### config.mk
export PLATFORM = sky130hd
export DESIGN_NAME = counter_load_arbiter
export DESIGN_NICKNAME = d
export VERILOG_FILES = /design/src/rtl/counter_load_arbiter.sv
export SDC_FILE = /design/constraint.sdc
export NUM_CORES = 1
export LEC_CHECK = 0
export BUFFER_PORTS_ARGS = -buffer_cell sky130_fd_sc_hd__buf_2
export CAP_MARGIN = 20
export CORE_MARGIN = 3
export CORE_UTILIZATION = 43
export DETAILED_ROUTE_END_ITERATION = 7
export PLACE_DENSITY = 0.73
export SLEW_MARGIN = 25
export SYNTH_ARGS = -nofsm -noshare
export SYNTH_HDL_FRONTEND = slang
export SYNTH_SLANG_ARGS = --single-unit
export TNS_END_PERCENT = 20
### constraint.sdc
create_clock -name clk -period 1.5 [get_ports clk]
set_input_delay 0 -clock clk [delete_from_list [all_inputs] [get_ports clk]]
set_output_delay 0 -clock clk [all_outputs]
set_load 0.005 [all_outputs]
### src/rtl/counter_load_arbiter.sv
// Round-robin arbiter that shares one loadable counter's load_en/load port among NREQ requesters.
// Each grant is a single registered load pulse followed by a HOLD-cycle window in which requests are ignored.
module counter_load_arbiter #(
    parameter int NREQ  = 4,
    parameter int WIDTH = 4,
    parameter int HOLD  = 2
) (
    input  logic                    clk,
    input  logic                    reset,
    input  logic [NREQ-1:0]         req,
    input  logic [NREQ*WIDTH-1:0]   req_val,
    output logic                    load_en,
    output logic [WIDTH-1:0]        load,
    output logic [NREQ-1:0]         gnt,
    output logic [$clog2(NREQ)-1:0] owner,
    output logic                    busy
);
    localparam int OW = $clog2(NREQ);

    typedef enum logic [1:0] {
        ST_IDLE,
        ST_GRANT,
        ST_HOLD
    } state_t;

    state_t          state, state_n;
    logic [3:0]      hold_cnt, hold_cnt_n;
    logic [OW-1:0]   ptr, ptr_n;
    logic [OW-1:0]   winner;
    logic            found;

    logic             load_en_n;
    logic [WIDTH-1:0] load_n;
    logic [NREQ-1:0]  gnt_n;
    logic [OW-1:0]    owner_n;
    logic             busy_n;

    // First active request at or above the round-robin pointer, wrapping modulo NREQ.
    always_comb begin
        found  = 1'b0;
        winner = '0;
        for (int k = 0; k < NREQ; k++) begin
            if (!found && req[(int'(ptr) + k) % NREQ]) begin
                found  = 1'b1;
                winner = OW'((int'(ptr) + k) % NREQ);
            end
        end
    end

    // Next-state logic: requests are only looked at while IDLE.
    always_comb begin
        // NOTE: every combinational output gets a default first so no path leaves it unassigned (no latch).
        state_n    = state;
        hold_cnt_n = hold_cnt;
        ptr_n      = ptr;
        unique case (state)
            ST_IDLE: begin
                if (found) begin
                    state_n = ST_GRANT;
                    ptr_n   = (winner == OW'(NREQ - 1)) ? '0 : winner + OW'(1);
                end
            end
            ST_GRANT: begin
                if (HOLD == 0) begin
                    state_n = ST_IDLE;
                end else begin
                    state_n    = ST_HOLD;
                    hold_cnt_n = 4'(HOLD);
                end
            end
            ST_HOLD: begin
                if (hold_cnt <= 4'd1) begin
                    state_n = ST_IDLE;
                end else begin
                    hold_cnt_n = hold_cnt - 4'd1;
                end
            end
            default: state_n = ST_IDLE;
        endcase
    end

    // Output logic: next values of the registered outputs, derived from the state being entered.
    always_comb begin
        load_en_n = 1'b0;
        load_n    = '0;
        gnt_n     = '0;
        owner_n   = owner;
        busy_n    = (state_n != ST_IDLE);
        if (state_n == ST_GRANT) begin
            load_en_n = 1'b1;
            load_n    = req_val[int'(winner)*WIDTH +: WIDTH];
            gnt_n     = NREQ'(1) << winner;
            owner_n   = winner;
        end
    end

    always_ff @(posedge clk) begin
        // NOTE: sequential state uses non-blocking assignments so every register samples pre-edge values.
        if (reset) begin
            state    <= ST_IDLE;
            hold_cnt <= '0;
            ptr      <= '0;
            load_en  <= 1'b0;
            load     <= '0;
            gnt      <= '0;
            owner    <= '0;
            busy     <= 1'b0;
        end else begin
            state    <= state_n;
            hold_cnt <= hold_cnt_n;
            ptr      <= ptr_n;
            load_en  <= load_en_n;
            load     <= load_n;
            gnt      <= gnt_n;
            owner    <= owner_n;
            busy     <= busy_n;
        end
    end

endmodule

# Word-level counts from Yosys, hierarchy flattened
# Cells that the tools add are included.
# totals
inputBits	22
ff_bits	20
wordCells	70
output_inout_bits	12
# op_classes
n_reduce_logical	15
n_eq_ne	5
bitwise	4
addsub	5
n_mux	26
n_shift	2
magnitude_cmp	5
# op_table
cell	count
$shiftx A16 B5 Y4	1
$mux W2	7
$lt A3 B4 Y1 const B	3
$mux W1	12
$bmux W1 S2	4
$pmux W4 S2	1
$reduce_or A2 Y1	4
$pmux W2 S3	1
$add A2 B1 Y2 const B	2
$add A2 B2 Y2 const B	2
$eq A2 B1 Y1 const B	2
$eq A2 B2 Y1 const B	2
$le A4 B1 Y1 const B	1
$mux W4	1
$reduce_and A2 Y1	2
$reduce_bool A2 Y1	2
$shl A1 B2 Y4 const A	1
$sub A4 B1 Y4 const B	1
$and A1 B1 Y1 const A	3
$logic_and A1 B1 Y1	3
$logic_not A1 Y1	3
$lt A2 B3 Y1 const B	1
$logic_not A2 Y1	1
$ne A2 B2 Y1 const B	1
$not A1 Y1	1

# Logic depth before layout (Yosys ltp)
# Gate-level depths: netlist (run 1).
# depth
ltp_word	19
depth_mapped	9
mapped_depth_nobuf	8

# Worst setup path after synthesis (run 1)
# No wires, ideal clock.
# synth_timing
kind	register to register
startpoint	register hold_cnt[0]
endpoint	register hold_cnt[3]
t_required_ns	1.435
setup_ns	0.065
path_slack_ns	-0.081
path_buffers	0
arrival_ns	1.515
synth_period_minus_slack_ns	1.581
stages_incl_launch_ff	8
path_cell_list	dfxtp_1 -> inv_1 -> ha_1 -> nor2_1 -> o311ai_4 -> nor4_1 -> mux2_2 -> nor2_1
# synth_via
elab_chain_cells	3
word_cells_on_any_way	6
cone_classes	add/sub (1); order compare (1); eq/ne (1); mux (2); reduce/logical (1)
# synth_lines
item	line	text
from (decl)	27	logic [3:0] hold_cnt, hold_cnt_n;
from (signal assigned)	110	hold_cnt <= hold_cnt_n;
$sub A4 B1 Y4 or $le A4 B1 Y1 (tied branches)	75, 72	
$mux W4 or $ne A2 B2 Y1 (tied branches)	-	
$pmux W4 S2 or $reduce_and A2 Y1 (tied branches)	-	
# Parallel ways exist; a longest one is shown, timed or not. The select of a mux whose other input is x is not followed.
# A chain may end at the register's enable or synchronous reset.

# Worst setup path in the final report (run 1)
# layout_timing
startpoint	register hold_cnt[1]
endpoint	register hold_cnt[3]
# The elaborated chain is that of the path after synthesis.

==> reports/results.tsv, run 1 <==
stage	metric	value	unit
yosys	register area share after synthesis	0.418	
yosys	Syn Inst Count	98	
grt	met1 usage	0.193	
floorplan	# IOs	34	
finish	share of layout cells above drive strength 1	0.420	
grt	gr busiest metal	met2	
critical_path	r2r setup slk	0.008	ns
yosys	Yosys top cell area share	0.418	
routing	DRC	0	
finish	Finished Cell Area	1370	sq um
yosys	synthesized cell area	958	sq um
routing	Routed WL per cell	12.1	um
yosys	largest cells by area after synthesis	dfxtp_1 (42%), mux2i_1 (10%), nor2_1 (7.4%), ha_1 (3.9%), inv_1 (2.7%)	
timing	Achievable Freq	670	MHz
clocking	Worst-Skew Late Latency	0.29	ns
hold_path	hold endpoint	load[3]$_SDFF_PP0_	
yosys	synthesis-stage register bit count	20	
critical_path	worst endpoint data arrival time	1.72	ns
timing	final worst setup slack	0.00810	ns
routing	First-pass DRT Iterations	2	
finish	nets	176	
clocking	clock slew at reported path FFs	0.11	ns
critical_path	CP startpoint	hold_cnt[1]$_SDFFE_PP0P_	
outcome	status	finished, final reports clean	
critical_path	CP Launch Type	flop	
place	Final HPWL DP	1.58	mm
floorplan	Die Y	53.2	um
grt	first-pass GRT wire length	3.44	mm
yosys	syn nets	123	
routing	antenna-violating nets left	0	
place	Buffers on Ports	33	
critical_path	Crit. End Element	flop	
hold_path	Hold Crit Depth	3	
timing	Setup Skew	0.00528	ns
grt	GRT met3 Usage	0.0254	
grt	gr ovfl total	0	
floorplan	area of the core	2040	sq um
grt	GR met2 Demand/Resource	0.296	
critical_path	FF-to-FF End	hold_cnt[3]$_SDFFE_PP0P_	
timing	# setup viols final	0	
timing	final hold violations	0	
clocking	CTS buffer count	3	
clocking	clock buffer depth	2	
timing	minimum clock period	1.49	ns
grt	vias in the first global route	839	
finish	Area Overhead vs Synth	43.3	%
timing	unrepaired setup endpoints after global routing	yes	
routing	drt via density	4.97	
floorplan	Initial Utilization	0.469	
critical_path	WS Path Type	flop to flop	
hold_path	Hold Path Class	primary input to flop	
place	GPL Wtd Cong	0.802	
power	PD cells	1020	nW/um^2
clocking	TritonCTS clock tree	built	
grt	Tot GR Track Use	0.166	
timing	Period Utilization, post-route	0.995	
finish	commonest non-fill, non-tap cell in the layout	buf_2	
timing	Rel. slew slack	0.702	
yosys	Ys Warns	0	
clocking	post-CTS setup buffers	0	
clocking	CTS sink count	20	
routing	DR vias	880	
timing	worst slew pin tran	0.446	ns
power	Lkg Pwr	0.660	nW
power	maximum vdd ir drop	0.669	mV
routing	Initial DRC Count	10	
timing	fin. max-slew vios	0	
place	Placed Instance Area	1180	sq um
job	# Max-Cap Violations	0	
finish	commonest cells after routing, fill and taps aside	buf_2 (33), nor2_1 (18), dfxtp_1 (17)	
place	Setup WS pre-CTS	-0.153	ns
finish	diode count	0	
critical_path	CP required	1.73	ns
critical_path	Worst Reg2Reg Path Length in Cells	7	
clocking	CTS root buf	clkbuf_4	
yosys	cell accounting for the most synthesized area	dfxtp_1	
critical_path	CP Max Fanout	3	
routing	Post-Route WL	2.14	mm
finish	FILL cells	166	
clocking	htree depth	1	
floorplan	DIE AREA	2830	sq um
floorplan	width of the die	53.2	um
yosys	Synth cell types	35	
yosys	Synth Area per Inst	9.78	sq um
floorplan	# rows	16	
grt	pin count of the biggest net entering global routing	13	
critical_path	FF-to-FF Start	hold_cnt[1]$_SDFFE_PP0P_	
hold_path	hold_sp	req_val[7]	
grt	initial antenna violation count	0	
[sequential cells by signal, summed over array words and instances (netlist names)]
register  cells
load          4
state         2
owner         2
ptr           2
hold_cnt      4
gnt           4
load_en       1
busy          1
[layout make-up]
class | instances | area, sq um | area share
Sequential cell | 20 | 407 | 0.296
Multi-Input combinational cell | 68 | 537 | 0.391
Tap cell | 27 | 33.8 | 0.0246
Clock buffer | 4 | 36.3 | 0.0264
Inverter | 7 | 26.3 | 0.0191
Timing Repair Buffer | 51 | 334 | 0.243
[worst max-delay path, stage by stage (launching register included)]
cell      delay (ns)
dfxtp_2         0.36
inv_2           0.06
ha_2            0.18
nor2_4          0.12
o311ai_4        0.10
nor4_2          0.17
mux2_2          0.36
nor2_1          0.08
[synth_stat cells, drive strengths merged]
cell type	count
nand2b	2
ha	3
o21ai	2
o22ai	4
mux2	1
inv	7
o221ai	1
o21a	1
a211o	1
mux2i	10
a311oi	1
a32oi	1
dfxtp	20
and2	1
nor2b	3
nor4	1
nand2	5
a21oi	3
buf	2
o211ai	1
o311ai	1
a21o	1
o22a	1
clkbuf	1
a22oi	1
a21boi	1
nor2	21
nand4	1
[worst max-delay path by stage]
stage	to	slack (ns)	cells after the start
after floorplan	hold_cnt[3]$_SDFFE_PP0P_	-0.04	7
after detailed placement	hold_cnt[3]$_SDFFE_PP0P_	-0.15	7
after global placement	hold_cnt[3]$_SDFFE_PP0P_	-0.04	7
after global routing	hold_cnt[3]$_SDFFE_PP0P_	-0.04	7
final	hold_cnt[3]$_SDFFE_PP0P_	0.008	7
after CTS	hold_cnt[0]$_SDFFE_PP0P_	-0.02	8
[per-stage QoR]
step / TNS [ns] / utilization / total power [mW] / std cells / hold slack (ns)
global route: -0.0774 / 0.673 / 1.49 / 177 / 0.0103
CTS: -0.0350 / 0.663 / 1.40 / 177 / 0.000522
finish: 0 / 0.673 / 1.40 / 177 / 0.0184
detailed placement: -0.233 / 0.577 / 1.07 / 161 / 0.271
global placement: -0.0444 / 0.577 / 1.05 / 161 / 0.258
floorplan: -0.0436 / - / 0.934 / 98 / 0.0721
[cell families after synthesis]
kind of cell             after synthesis  share of synthesized area
flip-flops                            20                      0.418
AND/OR/NAND/NOR                       34                      0.192
AO/OA/AOI/OAI                         20                      0.180
buffers and inverters                 10                     0.0548
adder cells (fa/ha/maj)                3                     0.0392
multiplexers                          11                      0.116
[layer usage]
| metal | part of all wire | wire length, um | vias to the layer above |
|---|---|---|---|
| met5 | 0 | 0 | - |
| met4 | 0.016 | 35 | 0 |
| met3 | 0.027 | 58 | 4 |
| met2 | 0.51 | 1100 | 16 |
| met1 | 0.44 | 948 | 411 |
| li1 | - | - | 449 |
[where the power goes]
group	switching [mW]	total [mW]	internal, mW
Combinational	0.223	0.464	0.242
Clock	0.150	0.298	0.148
Sequential	0.0377	0.634	0.596
Total	0.410	1.40	0.986
[timing repair]
| item | 4_1_cts | 5_1_grt |
|---|---|---|
| gates cloned | 0 | 0 |
| resized for setup | 6 | 6 |
| hold buffers | 12 | 0 |
| endpoints found under the hold margin | 4 | 0 |
| endpoints found under the setup margin | 2 | 7 |
| pin swaps | 0 | 2 |
Power figures use the tool's default switching activity.
==> run 2, diff against run 1 <==
==> constraint.sdc (replaced) <==
create_clock -name clk -period 1.5 [get_ports clk]
set_input_delay 0.3 -clock clk [delete_from_list [all_inputs] [get_ports clk]]
set_output_delay 0.3 -clock clk [all_outputs]
set_load 0.005 [all_outputs]
==> reports/results.tsv, run 2 (same netlist as run 1, synthesis figures left out) <==
stage	metric	value	unit
outcome	status	finished, final reports clean	
routing	Initial DRC Count	5	
place	Final HPWL DP	1.61	mm
power	sw frac	0.299	
finish	commonest non-fill, non-tap cell in the layout	buf_2	
clocking	Worst-Skew Late Latency	0.30	ns
finish	Core Util, Final	0.628	
timing	final hold violations	0	
power	design internal power	978	uW
timing	Period Utilization, post-route	0.966	
routing	First-pass DRT Iterations	4	
power	Lkg Pwr	0.622	nW
timing	Achievable Freq	690	MHz
timing	fin. max-slew vios	0	
timing	minimum clock period	1.45	ns
finish	diode count	0	
job	# Max-Cap Violations	0	
finish	share of layout cells above drive strength 1	0.468	
clocking	clock slew at reported path FFs	0.11	ns
clocking	clock buffer depth	2	
critical_path	CP Launch Type	flop	
critical_path	Crit. End Element	flop	
finish	nets	167	
clocking	TritonCTS clock tree	built	
place	Placed Cells incl. Taps	162	
critical_path	WS Path Type	flop to flop	
power	maximum vdd ir drop	0.597	mV
finish	Area Overhead vs Synth	33.8	%
hold_path	Hold Path Class	primary input to flop	
routing	Routed WL per cell	12.0	um
floorplan	area of the core	2040	sq um
power	switching power of the nets	417	uW
place	GPL Wtd Cong	0.802	
routing	DR vias	816	
timing	unrepaired setup endpoints after global routing	yes	
clocking	CTS sink count	20	
clocking	htree depth	1	
clocking	Post-CTS Hold Buffers	0	
timing	# setup viols final	0	
clocking	CTS buffer count	3	
floorplan	Initial Utilization	0.469	
power	Comb power frac	0.326	
finish	Final Non-Filler Cells	168	
grt	vias in the first global route	786	
finish	commonest cells after routing, fill and taps aside	buf_2 (33), nor2_1 (18), dfxtp_1 (17)	
power	PD cells	1090	nW/um^2
timing	Rel. slew slack	0.723	
clocking	CTS root buf	clkbuf_4	
routing	antenna-violating nets left	0	
timing	hold slack	0.285	ns
floorplan	# rows	16	
place	Buffers on Ports	33	
routing	DRC	0	
grt	pin count of the biggest net entering global routing	13	
power	clock power share	0.219	
floorplan	# IOs	34	
grt	initial antenna violation count	0	
grt	gr ovfl total	0	
finish	Largest regs	gnt: 4 flops, hold_cnt: 4 flops, load: 4 flops	
timing	Setup TNS Final	0	ns
grt	first-pass GRT wire length	3.24	mm
critical_path	worst endpoint data arrival time	1.69	ns
routing	Post-Route WL	2.01	mm
critical_path	CP required	1.74	ns
floorplan	Die Y	53.2	um
floorplan	width of the die	53.2	um
timing	worst slew pin tran	0.416	ns
floorplan	DIE AREA	2830	sq um
routing	drt via density	4.86	
timing	Setup Skew	0.00286	ns
grt	Tot GR Track Use	0.155	
critical_path	CP Max Fanout	3	
timing	final worst setup slack	0.0515	ns
place	Setup WS pre-CTS	-0.0713	ns
power	Seq pwr share	0.454	
[run 2: cell count changes in the layout (fill, tap and decap cells not counted), sizes merged]
cell | previous run | this run
dlygate4sd3 | 12 | 0
buf | 39 | 42
[run 2: metrics by stage]
| stage | total power [mW] | cell area (sq um) |
|---|---|---|
| 2_1_floorplan | 0.934 | 961 |
| 3_3_place_gp | 1.06 | 1190 |
| 3_5_place_dp | 1.08 | 1190 |
| 4_1_cts | 1.41 | 1250 |
| 5_1_grt | 1.48 | 1280 |
| 6_report | 1.40 | 1280 |
[run 2: critical path, cell delays in order (launching register included)]
cell and delay (ns):
dfxtp_2 0.37, inv_4 0.06, ha_4 0.15, nor2_4 0.11
o311ai_4 0.09, nor4_2 0.16, mux2_2 0.36, nor2_1 0.09
[run 2: power groups by stage]
stage | Combinational, mW | Clock [mW] | Sequential (mW)
floorplan | 0.283 | 0 | 0.651
global placement | 0.422 | 0 | 0.640
detailed placement | 0.437 | 0 | 0.642
CTS | 0.453 | 0.320 | 0.632
global route | 0.512 | 0.327 | 0.641
finish | 0.455 | 0.306 | 0.634
[run 2: metal layers]
metal  vias to the layer above  global-route usage  wire, um
met5                         -                   0         0
met3                         2              0.0254        70
li1                        425                   -         -
met4                         0              0.0511        24
met1                       371               0.182       851
met2                        18               0.280      1070
[run 2: path summary, 6_finish.rpt]
path | startpoint | endpoint | slack, ns | cells after the start
worst max-delay path | hold_cnt[1]$_SDFFE_PP0P_ | hold_cnt[3]$_SDFFE_PP0P_ | 0.05 | 7
worst max register to register | hold_cnt[1]$_SDFFE_PP0P_ | hold_cnt[3]$_SDFFE_PP0P_ | 0.05 | 7
worst min register to register | owner[1]$_SDFFE_PP0N_ | owner[1]$_SDFFE_PP0N_ | 0.53 | 2
worst min-delay path | req_val[13] | load[1]$_SDFF_PP0_ | 0.28 | 3
[run 2: final cells by class]
cell class | instances | area, sq um
inverter | 7 | 28.8
sequential | 20 | 407
multi-input combinational | 68 | 544
tap | 27 | 33.8
clock buffer | 4 | 36.3
fill | 183 | 759
timing repair buffer | 42 | 233
[run 2: timing repair]
item	in CTS	in global routing
pin swaps	3	4
resized for setup	8	5
setup endpoints to repair	2	9
setup buffers	1	1
